[src/rtl/alu_seq_pkg.sv]
// alu_seq_pkg: shared op codes, FSM states and command layout for the ALU sequencer
package alu_seq_pkg;
    localparam logic [2:0] OP_ADD  = 3'b000;
    localparam logic [2:0] OP_SUB  = 3'b001;
    localparam logic [2:0] OP_INC  = 3'b010;
    localparam logic [2:0] OP_DEC  = 3'b011;
    localparam logic [2:0] OP_CMP  = 3'b100;
    localparam logic [2:0] OP_UP   = 3'b101;
    localparam logic [2:0] OP_DOWN = 3'b110;
    localparam logic [2:0] OP_MUL2 = 3'b111;
    localparam int CMD_W = 11;
    typedef enum logic [1:0] {IDLE, ISSUE, WAIT, RESP} state_t;
    typedef struct packed {
        logic [3:0] in1;
        logic [3:0] in2;
        logic [2:0] op;
    } cmd_t;
endpackage

[src/rtl/alu_op_sequencer_fifo.sv]
// sync_cmd_fifo: synchronous command FIFO; full is registered so a same-cycle pop never frees a slot early
module sync_cmd_fifo
    import alu_seq_pkg::*;
#(
    parameter int DEPTH = 4,
    parameter int W     = CMD_W
) (
    input  logic                     clk,
    input  logic                     rst,
    input  logic                     push,
    input  logic                     pop,
    input  logic [W-1:0]             din,
    output logic [W-1:0]             dout,
    output logic                     full,
    output logic                     empty,
    output logic [$clog2(DEPTH):0]   count
);
    localparam int AW = $clog2(DEPTH);
    logic [W-1:0]  mem_q [DEPTH];
    logic [AW-1:0] wr_q, wr_d, rd_q, rd_d;
    logic [AW:0]   count_q, count_d;
    logic          do_push, do_pop;
    assign full    = count_q == (AW+1)'(DEPTH);
    assign empty   = count_q == '0;
    assign count   = count_q;
    assign dout    = mem_q[rd_q];
    assign do_push = push && !full;
    assign do_pop  = pop && !empty;
    // pointer and occupancy update; pointers wrap naturally at DEPTH
    always_comb begin
        wr_d    = do_push ? wr_q + 1'b1 : wr_q;
        rd_d    = do_pop ? rd_q + 1'b1 : rd_q;
        count_d = (do_push && !do_pop) ? count_q + 1'b1 :
                  (do_pop && !do_push) ? count_q - 1'b1 : count_q;
    end
    // state registers
    always_ff @(posedge clk) begin
        if (rst) begin
            wr_q    <= '0;
            rd_q    <= '0;
            count_q <= '0;
        end else begin
            wr_q    <= wr_d;
            rd_q    <= rd_d;
            count_q <= count_d;
        end
    end
    // storage needs no reset; occupancy decides what is valid
    always_ff @(posedge clk) begin
        if (do_push) mem_q[wr_q] <= din;
    end
endmodule

[src/rtl/alu_op_sequencer.sv]
// alu_op_sequencer: queues ALU commands, issues each with a one-cycle load and returns the captured result
module alu_op_sequencer
    import alu_seq_pkg::*;
#(
    parameter int DEPTH       = 4,
    parameter int WAIT_CYCLES = 1
) (
    input  logic                   clk,
    input  logic                   rst,
    input  logic                   cmd_valid,
    output logic                   cmd_ready,
    input  logic [3:0]             cmd_in1,
    input  logic [3:0]             cmd_in2,
    input  logic [2:0]             cmd_op,
    output logic [3:0]             alu_in1,
    output logic [3:0]             alu_in2,
    output logic [2:0]             alu_s,
    output logic                   alu_ld,
    input  logic [7:0]             alu_out,
    output logic                   rsp_valid,
    input  logic                   rsp_ready,
    output logic [7:0]             rsp_data,
    output logic [2:0]             rsp_op,
    output logic                   busy,
    output logic [$clog2(DEPTH):0] fifo_count
);
    localparam int CW = $clog2(WAIT_CYCLES + 1);
    state_t      state_q, state_d;
    cmd_t        op_q, op_d, head;
    logic [CW-1:0] cnt_q, cnt_d;
    logic        rsp_valid_q, rsp_valid_d;
    logic [7:0]  rsp_data_q, rsp_data_d;
    logic [2:0]  rsp_op_q, rsp_op_d;
    logic        full, empty, pop;
    assign cmd_ready = !full;
    assign pop       = state_q == IDLE && !empty;
    assign alu_ld    = state_q == ISSUE;
    assign alu_in1   = op_q.in1;
    assign alu_in2   = op_q.in2;
    assign alu_s     = op_q.op;
    assign busy      = state_q != IDLE;
    assign rsp_valid = rsp_valid_q;
    assign rsp_data  = rsp_data_q;
    assign rsp_op    = rsp_op_q;
    sync_cmd_fifo #(.DEPTH(DEPTH), .W(CMD_W)) u_fifo (
        .clk   (clk),
        .rst   (rst),
        .push  (cmd_valid && cmd_ready),
        .pop   (pop),
        .din   ({cmd_in1, cmd_in2, cmd_op}),
        .dout  (head),
        .full  (full),
        .empty (empty),
        .count (fifo_count)
    );
    // sequencing FSM: fetch, strobe, wait with operands held, then hand the result out
    always_comb begin
        state_d     = state_q;
        op_d        = op_q;
        cnt_d       = cnt_q;
        rsp_valid_d = rsp_valid_q;
        rsp_data_d  = rsp_data_q;
        rsp_op_d    = rsp_op_q;
        case (state_q)
            IDLE: begin
                if (!empty) begin
                    op_d    = head;
                    state_d = ISSUE;
                end
            end
            ISSUE: begin
                cnt_d   = CW'(WAIT_CYCLES);
                state_d = WAIT;
            end
            WAIT: begin
                cnt_d = cnt_q - 1'b1;
                if (cnt_q == CW'(1)) begin
                    rsp_data_d  = alu_out;
                    rsp_op_d    = op_q.op;
                    rsp_valid_d = 1'b1;
                    state_d     = RESP;
                end
            end
            RESP: begin
                if (rsp_ready) begin
                    rsp_valid_d = 1'b0;
                    state_d     = IDLE;
                end
            end
            default: state_d = IDLE;
        endcase
    end
    // state registers
    always_ff @(posedge clk) begin
        if (rst) begin
            state_q     <= IDLE;
            op_q        <= '0;
            cnt_q       <= '0;
            rsp_valid_q <= 1'b0;
            rsp_data_q  <= '0;
            rsp_op_q    <= '0;
        end else begin
            state_q     <= state_d;
            op_q        <= op_d;
            cnt_q       <= cnt_d;
            rsp_valid_q <= rsp_valid_d;
            rsp_data_q  <= rsp_data_d;
            rsp_op_q    <= rsp_op_d;
        end
    end
endmodule

[config.mk]
export PLATFORM = sky130hd
export DESIGN_NAME = alu_op_sequencer
export DESIGN_NICKNAME = d
export VERILOG_FILES = /design/src/rtl/alu_seq_pkg.sv /design/src/rtl/alu_op_sequencer_fifo.sv /design/src/rtl/alu_op_sequencer.sv
export SDC_FILE = /design/constraint.sdc
export NUM_CORES = 1
export LEC_CHECK = 0
export CAP_MARGIN = 40
export CORE_UTILIZATION = 35
export CTS_CLUSTER_DIAMETER = 60
export DETAILED_ROUTE_END_ITERATION = 6
export GPL_TIMING_DRIVEN = 0
export PLACE_DENSITY = 0.62
export SLEW_MARGIN = 20
export SYNTH_ARGS = -nofsm -noshare
export SYNTH_HDL_FRONTEND = slang
export SYNTH_SLANG_ARGS = --single-unit
[constraint.sdc]
create_clock -name clk -period 2.9 [get_ports clk]
set_input_delay 0.725 -clock clk [delete_from_list [all_inputs] [get_ports clk]]
set_output_delay 0.725 -clock clk [all_outputs]
set_load 0.02 [all_outputs]
==> results of run 1 <==
flip-flops by register name, indices dropped and copies added (netlist names):
signal	cells
u_fifo.mem_q	44
rsp_data	8
alu_in1	4
alu_in2	4
alu_s	3
rsp_op	3
u_fifo.count	3
state_q	2
u_fifo.rd_q	2
u_fifo.wr_q	2
cnt_q	1
rsp_valid	1
per-stage QoR:
stage	util, %	cell area (um^2)	power, uW	setup WS, ns
2_1_floorplan	-	3070	2115	0.6360
3_3_place_gp	44.51	3712	2493	0.1089
3_5_place_dp	44.51	3712	2514	0.07024
4_1_cts	47.09	3928	3397	0.1485
5_1_grt	47.15	3933	3553	0.1919
6_report	47.15	3933	3361	0.3648
worst max-delay path: cells and delay by family (launching register included):
family,cells,cell delay [ns]
and+or+nand+nor,1,0.31
buffers and inverters,2,0.74
DFF,1,0.42
report_power, final:
part | switching (uW) | total (uW) | internal [uW]
logic | 543 | 1050 | 502
registers | 115 | 1440 | 1320
clock network | 396 | 881 | 485
total | 1050 | 3360 | 2310
metal layers:
metal,routed length [um],share of wire [%],track usage (%),vias up
met5,0,0,0,-
met4,121,2.1,7.463,0
met3,298,5.1,3.668,11
met2,2695,47,22.32,48
met1,2679,46,17.29,892
li1,-,-,-,958
layout make-up:
| cell class | count | area (um^2) | share of cell area (%) |
|---|---|---|---|
| sequential | 77 | 1982 | 50.40 |
| multi-input combinational | 134 | 999.7 | 25.42 |
| clock buffer | 10 | 127.6 | 3.245 |
| clock inverter | 6 | 87.58 | 2.227 |
| inverter | 11 | 41.29 | 1.050 |
| tap | 105 | 131.4 | 3.341 |
| timing repair buffer | 51 | 510.5 | 12.98 |
| buffer | 9 | 52.55 | 1.336 |
kinds of logic (layout without fill, tap and decap cells):
| kind of cell | Yosys count | in the layout | synth area share, % |
|---|---|---|---|
| flops | 77 | 77 | 64.55 |
| simple gates | 71 | 71 | 10.35 |
| compound gates | 37 | 37 | 6.723 |
| buf+inv | 20 | 87 | 3.056 |
| mux | 12 | 12 | 9.739 |
| fa+ha+maj | 11 | 11 | 4.727 |
| xor+xnor | 3 | 3 | 0.8559 |
path summary, 6_finish.rpt:
| path | start | endpoint | cells after the start |
|---|---|---|---|
| setup / recovery | u_fifo.count[2]$_SDFFE_PP0P_ | cmd_ready | 3 |
| hold / removal | rsp_data[0]$_SDFFE_PP0P_ | rsp_data[0]$_SDFFE_PP0P_ | 2 |
| setup reg to reg | state_q[0]$_SDFFE_PP0P_ | u_fifo.count[2]$_SDFFE_PP0P_ | 11 |
| hold reg to reg | rsp_data[0]$_SDFFE_PP0P_ | rsp_data[0]$_SDFFE_PP0P_ | 2 |
cell usage in the layout, fill, tap and decap left out, types with 7 or more instances in the layout:
master                            count
sky130_fd_sc_hd__clkdlybuf4s50_1     51
sky130_fd_sc_hd__nand2_1             47
sky130_fd_sc_hd__edfxtp_1            44
sky130_fd_sc_hd__dfxtp_1             33
sky130_fd_sc_hd__a21oi_1             26
sky130_fd_sc_hd__mux4_1              11
sky130_fd_sc_hd__inv_1               10
sky130_fd_sc_hd__ha_1                10
sky130_fd_sc_hd__clkbuf_8             9
sky130_fd_sc_hd__nor2_1               7
what timing repair did:
| action | CTS | global route |
|---|---|---|
| gates resized for setup | 0 | 1 |
| endpoints found under the setup margin | 0 | 1 |
| setup buffers | 0 | 0 |
==> results.md, run 1 <==
Synth:
- Synthesis inferred 77 register bits.
- The top cell type's share of synthesized area is 43.03%.
- Yosys mapped the design onto 31 distinct sky130hd cell types.
- For this run, asynchronously set or reset flops after synthesis account for 0%.
- The commonest cells after synthesis are sky130_fd_sc_hd__nand2_1, sky130_fd_sc_hd__edfxtp_1, sky130_fd_sc_hd__dfxtp_1.
- The number of cells produced by synthesis is 231.
- The synthesized design spends more area on one cell type than any other, namely sky130_fd_sc_hd__edfxtp_1.
- Counting flops with a built-in enable in the synthesized netlist gives 44.
- The proportion of synthesized chip area in sequential cells is 64.55%.
- By instance count, the leading cell after synthesis is sky130_fd_sc_hd__nand2_1.
- The count of synthesis-stage warnings from yosys is 0.
- Ranked by total cell area, the synthesized netlist is headed by sky130_fd_sc_hd__edfxtp_1, sky130_fd_sc_hd__dfxtp_1, sky130_fd_sc_hd__mux4_1.
- Each instance of the synthesized netlist takes up on average 13.29 um^2.
- The cell area after synthesis is 3070 um^2.
- The synthesized netlist net count is 265.
- The predominant post-synthesis flop cell is sky130_fd_sc_hd__edfxtp_1.

Worst setup path:
- The largest single stage delay on the critical path is 0.58 ns.
- Along the worst path, the maximum fanout reaches 7.
- The data arrival at the endpoint of the critical path is 1.81 ns.
- The kind of end point of the critical path is an output port.
- The required time of the worst setup path is 2.17 ns.
- The worst setup path is launched from a flop.
- The signal on the critical path passes through nor3b_2 > inv_1 > clkdlybuf4s50_1.
- The slowest stage of the critical path is the sky130_fd_sc_hd__clkdlybuf4s50_1 cell.
- The internal reg-to-reg setup slack is 0.45 ns.
- The class of the most critical setup path is reg -> out.

Global routing:
- The via count of the first global-routing pass came to 1837.
- The global router's overall resource usage is 13.97%.
- The pin count of the biggest net entering global routing is 14.
- The number of antenna violations at the first check in global routing is 0.
- The total overflow left after global routing is 0.
- The global-route wire length before repair is 9197 um.

Timing:
- The worst pin sits at a relative slew slack of 58.77%.
- The final worst-path cycle share is 87.42%.
- For this run, the top clock speed supported by timing is 0.3944 GHz.
- The final number of hold-violating endpoints is 0.
- The max-slew violation total from the final report was 0.
- The worst-margin pin slew is 0.6184 ns.
- Clock skew on the completed layout was measured at 0.007832 ns.
- The final number of setup-violating endpoints is 0.
- The setup TNS after final layout is 0 ns.
- Setup repair after global routing left no endpoint under its margin.
- The time the final worst path needs with I/O delays and setup is 2.535 ns.
- Across all hold checks on the routed design, the worst slack comes to 0.4551 ns.

Clock network:
- Clock tree synthesis found a total of 77 sinks.
- The deepest clock path buffer count is 2.
- The number of buffers created by CTS is 9.
- In this run the clock root is driven by a sky130_fd_sc_hd__clkbuf_8.
- The insertion delay to the later sink of the worst-skew pair is 0.35 ns.
- The clock tree from TritonCTS is done.
- The number of hold buffers added after CTS was 0.
- The H-tree was split into 3 levels.
- The CTS clock-pin slew for the worst setup and hold paths is 0.08 ns.

Drt:
- The remaining antenna violation count after routing is 0.
- The post-detailed-route wirelength per cell is 14.38 um.
- The final layout contains routed wiring with a total length of 5795 um.
- The first detailed-routing pass ran for 4 iterations.
- The total via count in the routed design is 1909.
- After the first detailed-routing iteration, the DRC count stood at 75.
- In the routed design, unresolved DRC markers number 0.
- The via density per instance is 4.737.

Die:
- The total area inside the core boundary comes to 8341 um^2.
- The floorplan step set the die width to 95.66 um.
- 52 I/O pins were placed.
- The vertical die dimension is 95.66 um.
- The floorplan has 33 rows.
- The die footprint is 9151 um^2.
- For this configuration, the core starts out at a cell density of 36.81%.

Placed design:
- The congestion estimate from routability-driven global placement came to 0.7011.
- The count of input and output buffers is 51.
- Including well taps, the total number of placed cells is 387.
- The sum of net half-perimeters after detailed placement is 3934 um.

Finish:
- In the final design database the tool counted 327 nets.
- The growth of design area from synthesis to finish is 28.08%.
- The share of layout cells above drive strength 1 is 8.389%.
- Fill cells in the final layout number 756.
- The number of antenna diodes in the final layout is 0.
- The finished layout holds 403 standard cells, fillers aside.

Pwr:
- For this design the ratio of total power to cell area is 854.8 nW/um^2.
- The leakage power summed over all cells is 0.001391 uW.
- The worst-case IR drop observed on VDD is 0.0004202 V.

Job:
- Across the run, the number of max-cap violations was 0.

Status:
- The flow ran to the end, and the final reports show no timing, DRC or antenna violations.

Hold path:
- In this run the worst hold path is classified as reg -> reg.
Note: power is estimated with default switching activity, not from simulation.
==> run 2, diff against run 1 <==
--- a/config.mk
+++ b/config.mk
@@ -15,3 +15,4 @@
 export SYNTH_ARGS = -nofsm -noshare
 export SYNTH_HDL_FRONTEND = slang
 export SYNTH_SLANG_ARGS = --single-unit
+export TNS_END_PERCENT = 20
==> results of run 2 <==
Same layout as run 1: the final DEF is identical, and so are final timing and power.
